[src/rtl/ctrl_pipe_if.sv]
// Bus between the ID-stage decoder and the pipeline control block.
// The master drives decoder fields and the MEM zero flag; the slave returns stage controls.
interface ctrl_pipe_if;
  logic [8:0] id_ctrl;
  logic [4:0] id_rs;
  logic [4:0] id_rt;
  logic [4:0] id_rd;
  logic       mem_zero;

  logic       ex_regdst;
  logic [1:0] ex_aluop;
  logic       ex_alusrc;
  logic       mem_branch;
  logic       mem_memread;
  logic       mem_memwrite;
  logic       wb_regwrite;
  logic       wb_memtoreg;
  logic [4:0] wb_dst;
  logic       stall;
  logic       pcsrc;
  logic       if_flush;
  logic [1:0] fwd_a;
  logic [1:0] fwd_b;

  modport master (
    output id_ctrl, id_rs, id_rt, id_rd, mem_zero,
    input  ex_regdst, ex_aluop, ex_alusrc,
    input  mem_branch, mem_memread, mem_memwrite,
    input  wb_regwrite, wb_memtoreg, wb_dst,
    input  stall, pcsrc, if_flush, fwd_a, fwd_b
  );

  modport slave (
    input  id_ctrl, id_rs, id_rt, id_rd, mem_zero,
    output ex_regdst, ex_aluop, ex_alusrc,
    output mem_branch, mem_memread, mem_memwrite,
    output wb_regwrite, wb_memtoreg, wb_dst,
    output stall, pcsrc, if_flush, fwd_a, fwd_b
  );
endinterface

[src/rtl/ctrl_pipe.sv]
// Control path of a 5-stage MIPS-style pipeline: ID/EX, EX/MEM and MEM/WB control registers
// with load-use bubble insertion, branch flush and EX-stage operand forwarding selects.
module ctrl_pipe (
  input  logic        clk,
  input  logic        rst_n,
  ctrl_pipe_if.slave  bus
);

  logic [8:0] idex_ctrl;
  logic [4:0] idex_rs;
  logic [4:0] idex_rt;
  logic [4:0] idex_rd;

  // EX/MEM keeps id_ctrl[8:4]: [4]RegWrite [3]MemtoReg [2]Branch [1]MemRead [0]MemWrite
  logic [4:0] exmem_ctrl;
  logic [4:0] exmem_dst;

  // MEM/WB keeps [1]RegWrite [0]MemtoReg
  logic [1:0] memwb_ctrl;
  logic [4:0] memwb_dst;

  logic [4:0] ex_dst;
  logic       load_use;
  logic       pcsrc;
  logic       stall;

  function automatic logic [1:0] fwd_sel(
    input logic [4:0] src,
    input logic       em_rw,
    input logic [4:0] em_dst,
    input logic       mw_rw,
    input logic [4:0] mw_dst
  );
    logic [1:0] sel;
    sel = 2'b00;
    if (em_rw && (em_dst != 5'd0) && (em_dst == src))
      sel = 2'b10;
    else if (mw_rw && (mw_dst != 5'd0) && (mw_dst == src))
      sel = 2'b01;
    return sel;
  endfunction

  assign ex_dst   = idex_ctrl[3] ? idex_rd : idex_rt;
  assign pcsrc    = exmem_ctrl[2] & bus.mem_zero;
  assign load_use = idex_ctrl[5] & ((idex_rt == bus.id_rs) | (idex_rt == bus.id_rt));
  // A taken branch squashes the dependent instruction anyway, so it overrides the stall.
  assign stall    = load_use & ~pcsrc;

  always_ff @(posedge clk or negedge rst_n) begin
    if (!rst_n) begin
      idex_ctrl  <= '0;
      idex_rs    <= '0;
      idex_rt    <= '0;
      idex_rd    <= '0;
      exmem_ctrl <= '0;
      exmem_dst  <= '0;
      memwb_ctrl <= '0;
      memwb_dst  <= '0;
    end else begin
      idex_ctrl  <= (stall | pcsrc) ? 9'd0 : bus.id_ctrl;
      idex_rs    <= bus.id_rs;
      idex_rt    <= bus.id_rt;
      idex_rd    <= bus.id_rd;
      exmem_ctrl <= pcsrc ? 5'd0 : idex_ctrl[8:4];
      exmem_dst  <= ex_dst;
      memwb_ctrl <= exmem_ctrl[4:3];
      memwb_dst  <= exmem_dst;
    end
  end

  assign bus.ex_regdst    = idex_ctrl[3];
  assign bus.ex_aluop     = idex_ctrl[2:1];
  assign bus.ex_alusrc    = idex_ctrl[0];
  assign bus.mem_branch   = exmem_ctrl[2];
  assign bus.mem_memread  = exmem_ctrl[1];
  assign bus.mem_memwrite = exmem_ctrl[0];
  assign bus.wb_regwrite  = memwb_ctrl[1];
  assign bus.wb_memtoreg  = memwb_ctrl[0];
  assign bus.wb_dst       = memwb_dst;
  assign bus.stall        = stall;
  assign bus.pcsrc        = pcsrc;
  assign bus.if_flush     = pcsrc;
  assign bus.fwd_a        = fwd_sel(idex_rs, exmem_ctrl[4], exmem_dst, memwb_ctrl[1], memwb_dst);
  assign bus.fwd_b        = fwd_sel(idex_rt, exmem_ctrl[4], exmem_dst, memwb_ctrl[1], memwb_dst);

endmodule
[src/flat_wrapper.sv]
// flat-port wrapper written by rule: the top's interface ports become plain ports
module ctrl_pipe_flat 
  (clk, rst_n, bus_id_ctrl, bus_id_rs, bus_id_rt, bus_id_rd, bus_mem_zero, bus_ex_regdst, bus_ex_aluop, bus_ex_alusrc, bus_mem_branch, bus_mem_memread, bus_mem_memwrite, bus_wb_regwrite, bus_wb_memtoreg, bus_wb_dst, bus_stall, bus_pcsrc, bus_if_flush, bus_fwd_a, bus_fwd_b);
  ctrl_pipe_if bus_i ();
  input  logic clk;
  input  logic rst_n;
  input wire logic [$bits(bus_i.id_ctrl)-1:0] bus_id_ctrl;
  input wire logic [$bits(bus_i.id_rs)-1:0] bus_id_rs;
  input wire logic [$bits(bus_i.id_rt)-1:0] bus_id_rt;
  input wire logic [$bits(bus_i.id_rd)-1:0] bus_id_rd;
  input wire logic [$bits(bus_i.mem_zero)-1:0] bus_mem_zero;
  output wire logic [$bits(bus_i.ex_regdst)-1:0] bus_ex_regdst;
  output wire logic [$bits(bus_i.ex_aluop)-1:0] bus_ex_aluop;
  output wire logic [$bits(bus_i.ex_alusrc)-1:0] bus_ex_alusrc;
  output wire logic [$bits(bus_i.mem_branch)-1:0] bus_mem_branch;
  output wire logic [$bits(bus_i.mem_memread)-1:0] bus_mem_memread;
  output wire logic [$bits(bus_i.mem_memwrite)-1:0] bus_mem_memwrite;
  output wire logic [$bits(bus_i.wb_regwrite)-1:0] bus_wb_regwrite;
  output wire logic [$bits(bus_i.wb_memtoreg)-1:0] bus_wb_memtoreg;
  output wire logic [$bits(bus_i.wb_dst)-1:0] bus_wb_dst;
  output wire logic [$bits(bus_i.stall)-1:0] bus_stall;
  output wire logic [$bits(bus_i.pcsrc)-1:0] bus_pcsrc;
  output wire logic [$bits(bus_i.if_flush)-1:0] bus_if_flush;
  output wire logic [$bits(bus_i.fwd_a)-1:0] bus_fwd_a;
  output wire logic [$bits(bus_i.fwd_b)-1:0] bus_fwd_b;
  assign bus_i.id_ctrl = bus_id_ctrl;
  assign bus_i.id_rs = bus_id_rs;
  assign bus_i.id_rt = bus_id_rt;
  assign bus_i.id_rd = bus_id_rd;
  assign bus_i.mem_zero = bus_mem_zero;
  assign bus_ex_regdst = bus_i.ex_regdst;
  assign bus_ex_aluop = bus_i.ex_aluop;
  assign bus_ex_alusrc = bus_i.ex_alusrc;
  assign bus_mem_branch = bus_i.mem_branch;
  assign bus_mem_memread = bus_i.mem_memread;
  assign bus_mem_memwrite = bus_i.mem_memwrite;
  assign bus_wb_regwrite = bus_i.wb_regwrite;
  assign bus_wb_memtoreg = bus_i.wb_memtoreg;
  assign bus_wb_dst = bus_i.wb_dst;
  assign bus_stall = bus_i.stall;
  assign bus_pcsrc = bus_i.pcsrc;
  assign bus_if_flush = bus_i.if_flush;
  assign bus_fwd_a = bus_i.fwd_a;
  assign bus_fwd_b = bus_i.fwd_b;
  ctrl_pipe u_core (.clk(clk), .rst_n(rst_n), .bus(bus_i));
endmodule
[config.mk]
export PLATFORM = sky130hd
export DESIGN_NAME = ctrl_pipe_flat
export DESIGN_NICKNAME = d
export VERILOG_FILES = /design/src/rtl/ctrl_pipe_if.sv /design/src/rtl/ctrl_pipe.sv /design/src/flat_wrapper.sv
export SDC_FILE = /design/constraint.sdc
export NUM_CORES = 1
export LEC_CHECK = 0
export CORE_ASPECT_RATIO = 1.1
export CORE_UTILIZATION = 50
export DETAILED_ROUTE_END_ITERATION = 6
export PLACE_DENSITY = 0.84
export SYNTH_ARGS = -nofsm -noshare
export SYNTH_HDL_FRONTEND = slang
export SYNTH_SLANG_ARGS = --single-unit
[constraint.sdc]
create_clock -name clk -period 3 [get_ports clk]
set_clock_uncertainty 0.15 [all_clocks]
set_input_delay 0.45 -clock clk [delete_from_list [all_inputs] [get_ports clk]]
set_output_delay 0.45 -clock clk [all_outputs]
set_load 0.05 [all_outputs]
==> run metrics <==
final wirelength roughly 3200 µm; Clock Latency Late Sink 0.35 ns; fin crit share 0.9185; area post-placement 0.002142 mm²; Crit-path slowest cell or4_1; Vias/cell about 5.2; Bufs and invs on worst path 1; synthesis-to-finish area growth 35.56%; FF-to-FF End u_core.idex_ctrl[7]; Nets slightly above 200; P_leak ~1 nW; Cell Int Power about 900 µW; Initial Util 0.5311; cts bufs inserted 5; WL/cell approximately 15 µm; std cell rows 21; Longest Clk Path Bufs 2; GP Congestion 0.8491; CP Class reg2out; IO Port Bufs between 40 and 50; gr usage total 0.2153; post-route cell area between 0.002 and 0.0025 mm²; Synth cell types 16; largest net degree at the start of global routing between 40 and 50; H-tree lvl count 2; Top Layer Used met4; Die Wd 56.72 µm; Arrival @ worst endpoint 2.16 ns; Max Cap Viol 0; Clock Sinks 41; slew margin rel. 0.4252; grt total ovfl 0; DIE AREA 0.003527 mm²; layout cells sized above 1 0.1404; worst-path maximum fanout 4; drt drc 7; HPWL Detailed about 2400 µm; CP Capture Type primary output; cells after synthesis 131; Logic pwr share 0.202; Max IR drop VDD 0.3097 mV; crit-path max cell delay 0.54 ns; DR iter-0 viols 46; Pwr Density 563.0 mW/mm²; Yosys reg bits between 40 and 50; Synth Cell Area ~0.0016 mm²; violated checks design-rule violations; Sw Share 0.2817; register area share after synthesis 0.6231; CTS tree yes; post-route ant nets 0; Root Buffer clkbuf_4; crit path cell chain or4_1 -> o21ai_2 -> nor4_2 -> nor4_2 -> buf_12; first-pass GRT wire length between 5000 and 6000 µm; r2r setup slk 1.16 ns; number of global-route vias before repair roughly 1200; crit path launch type flip-flop; CTS clk-pin slew, worst paths 0.12 ns; Die H 62.19 µm; WL met2 1668 µm; endpoints failing hold 0; status finished, violations left; # IOs 48; fin crit period between 2 and 3 ns; vias 1100; drt first pass iters 7; met3 wire length between 100 and 150 µm; Psw 354.0 µW; sequential fraction of design power 0.504; Slew @ Worst Pin 0.8621 ns; M1 WL around 1200 µm; most used cell, CP nor4_2; crit-path leading delay family simple AND/OR/NAND/NOR gates; Synth Area per Inst about 13 µm²; clock network fraction of total power 0.294; fmax about 360 MHz; syn nets around 160; initial antenna violation count 0; endpoints failing setup 0; Post-Route Setup TNS 0 ns; Critical Path RT 2.40 ns; Yosys warnings 0; Slew Limit Fails 0; Hold/Removal Path Class in2async; Inserted Diodes 0; worst r2r src u_core.idex_rt[3]; R2R cell count 4; RSZ-0062 raised after global routing false; CORE AREA ~0.0031 mm²
## how the worst max path moves through the flow
stage,from,to,slack (ns),depth (start not counted)
after floorplan,u_core.bus.wb_dst[0],bus_fwd_a[0],0.08,4
after global placement,u_core.exmem_dst[3],bus_fwd_a[1],0.45,4
after detailed placement,u_core.exmem_dst[3],bus_fwd_a[1],0.39,4
after CTS,u_core.idex_rt[4],bus_fwd_b[1],0.05,4
after global routing,u_core.exmem_dst[4],bus_fwd_a[0],0.11,5
final,u_core.exmem_dst[4],bus_fwd_a[0],0.24,5
## worst register-to-register path, cell delays in order, from the launching register on
cell and delay, ns:
dfrtp_1 0.49, xnor2_1 0.28, nand3_1 0.11, o22ai_1 0.56, nor2_1 0.12
## registers in the layout, summed over array words and instances (netlist names)
register           flops
u_core.bus.wb_dst      5
u_core.exmem_ctrl      5
u_core.exmem_dst       5
u_core.idex_ctrl       9
u_core.idex_rd         5
u_core.idex_rs         5
u_core.idex_rt         5
u_core.memwb_ctrl      2
## power groups by stage
| stage | clock (mW) | combinational, mW | sequential [mW] |
|---|---|---|---|
| global route | 0.406 | 0.270 | 0.639 |
| detailed placement | 0 | 0.254 | 0.645 |
| CTS | 0.383 | 0.255 | 0.634 |
| finish | 0.370 | 0.254 | 0.633 |
| floorplan | 0 | 0.106 | 0.684 |
| global placement | 0 | 0.249 | 0.641 |
## cell families after synthesis
kind of cell    count (synthesis)  synth area share
simple gates                   41            0.1375
xor+xnor                       30            0.1596
buf+inv                        10           0.02963
flops                          41            0.6231
mux                             5           0.03419
compound gates                  4           0.01595
## timing repair
item,in CTS,in global routing
endpoints found under the setup margin,1,1
setup buffers,0,0
pin swaps,0,0
hold buffers,0,0
gates resized for setup,1,1
## cell type report
| cell class | instances | area [µm²] |
|---|---|---|
| clock buffers | 6 | 51.30 |
| clock inverters | 2 | 37.54 |
| fillers | 209 | 868.3 |
| inverters | 1 | 3.754 |
| multi-input cells | 80 | 571.8 |
| flip-flops and latches | 41 | 1026 |
| well taps | 34 | 42.54 |
| repair buffers | 48 | 499.2 |
## Yosys cell counts
cell type	n	area [µm²]
and2_1	6	37.54
mux2_2	5	56.30
xnor2_1	16	140.1
or4_1	4	30.03
o21ai_2	1	8.760
nand2_1	12	45.04
xor2_1	14	122.6
buf_4	3	22.52
nor2_1	9	33.78
dfrtp_1	41	1026
clkbuf_1	6	22.52
nand3_1	6	30.03
nor4_2	4	50.05
o22ai_1	2	12.51
o21ai_1	1	5.000
inv_1	1	3.750
## through the flow
stage,utilization,hold slack [ns],total power [mW],std cells,setup WS (ns)
floorplan,-,0.004409,0.7898,131,0.08008
global placement,0.6909,0.1855,0.8903,204,0.4542
detailed placement,0.6909,0.1972,0.8984,204,0.3911
CTS,0.7191,0.06893,1.272,212,0.05098
global route,0.7199,0.1030,1.315,212,0.1091
finish,0.7199,0.03980,1.257,212,0.2446
## placed cells by master (no fill, tap or decap), drive strengths merged
cell type	count
nor4	4
clkinvlp	1
dfrtp	41
nor2	9
o21ai	2
inv	1
dlymetal6s2s	1
nand2	12
nand3	6
bufinv	1
clkbuf	6
or4	4
xor2	14
clkdlybuf4s50	39
mux2	5
and2	6
dlygate4sd2	1
xnor2	16
buf	7
o22ai	2
## metal layers
layer  track usage  vias to the layer above
li1              -                      516
met1        0.2344                      527
met2        0.3542                       41
met3       0.05833                       16
met4        0.1594                        0
met5             0                        -
Note: power is estimated with default switching activity, not from simulation.
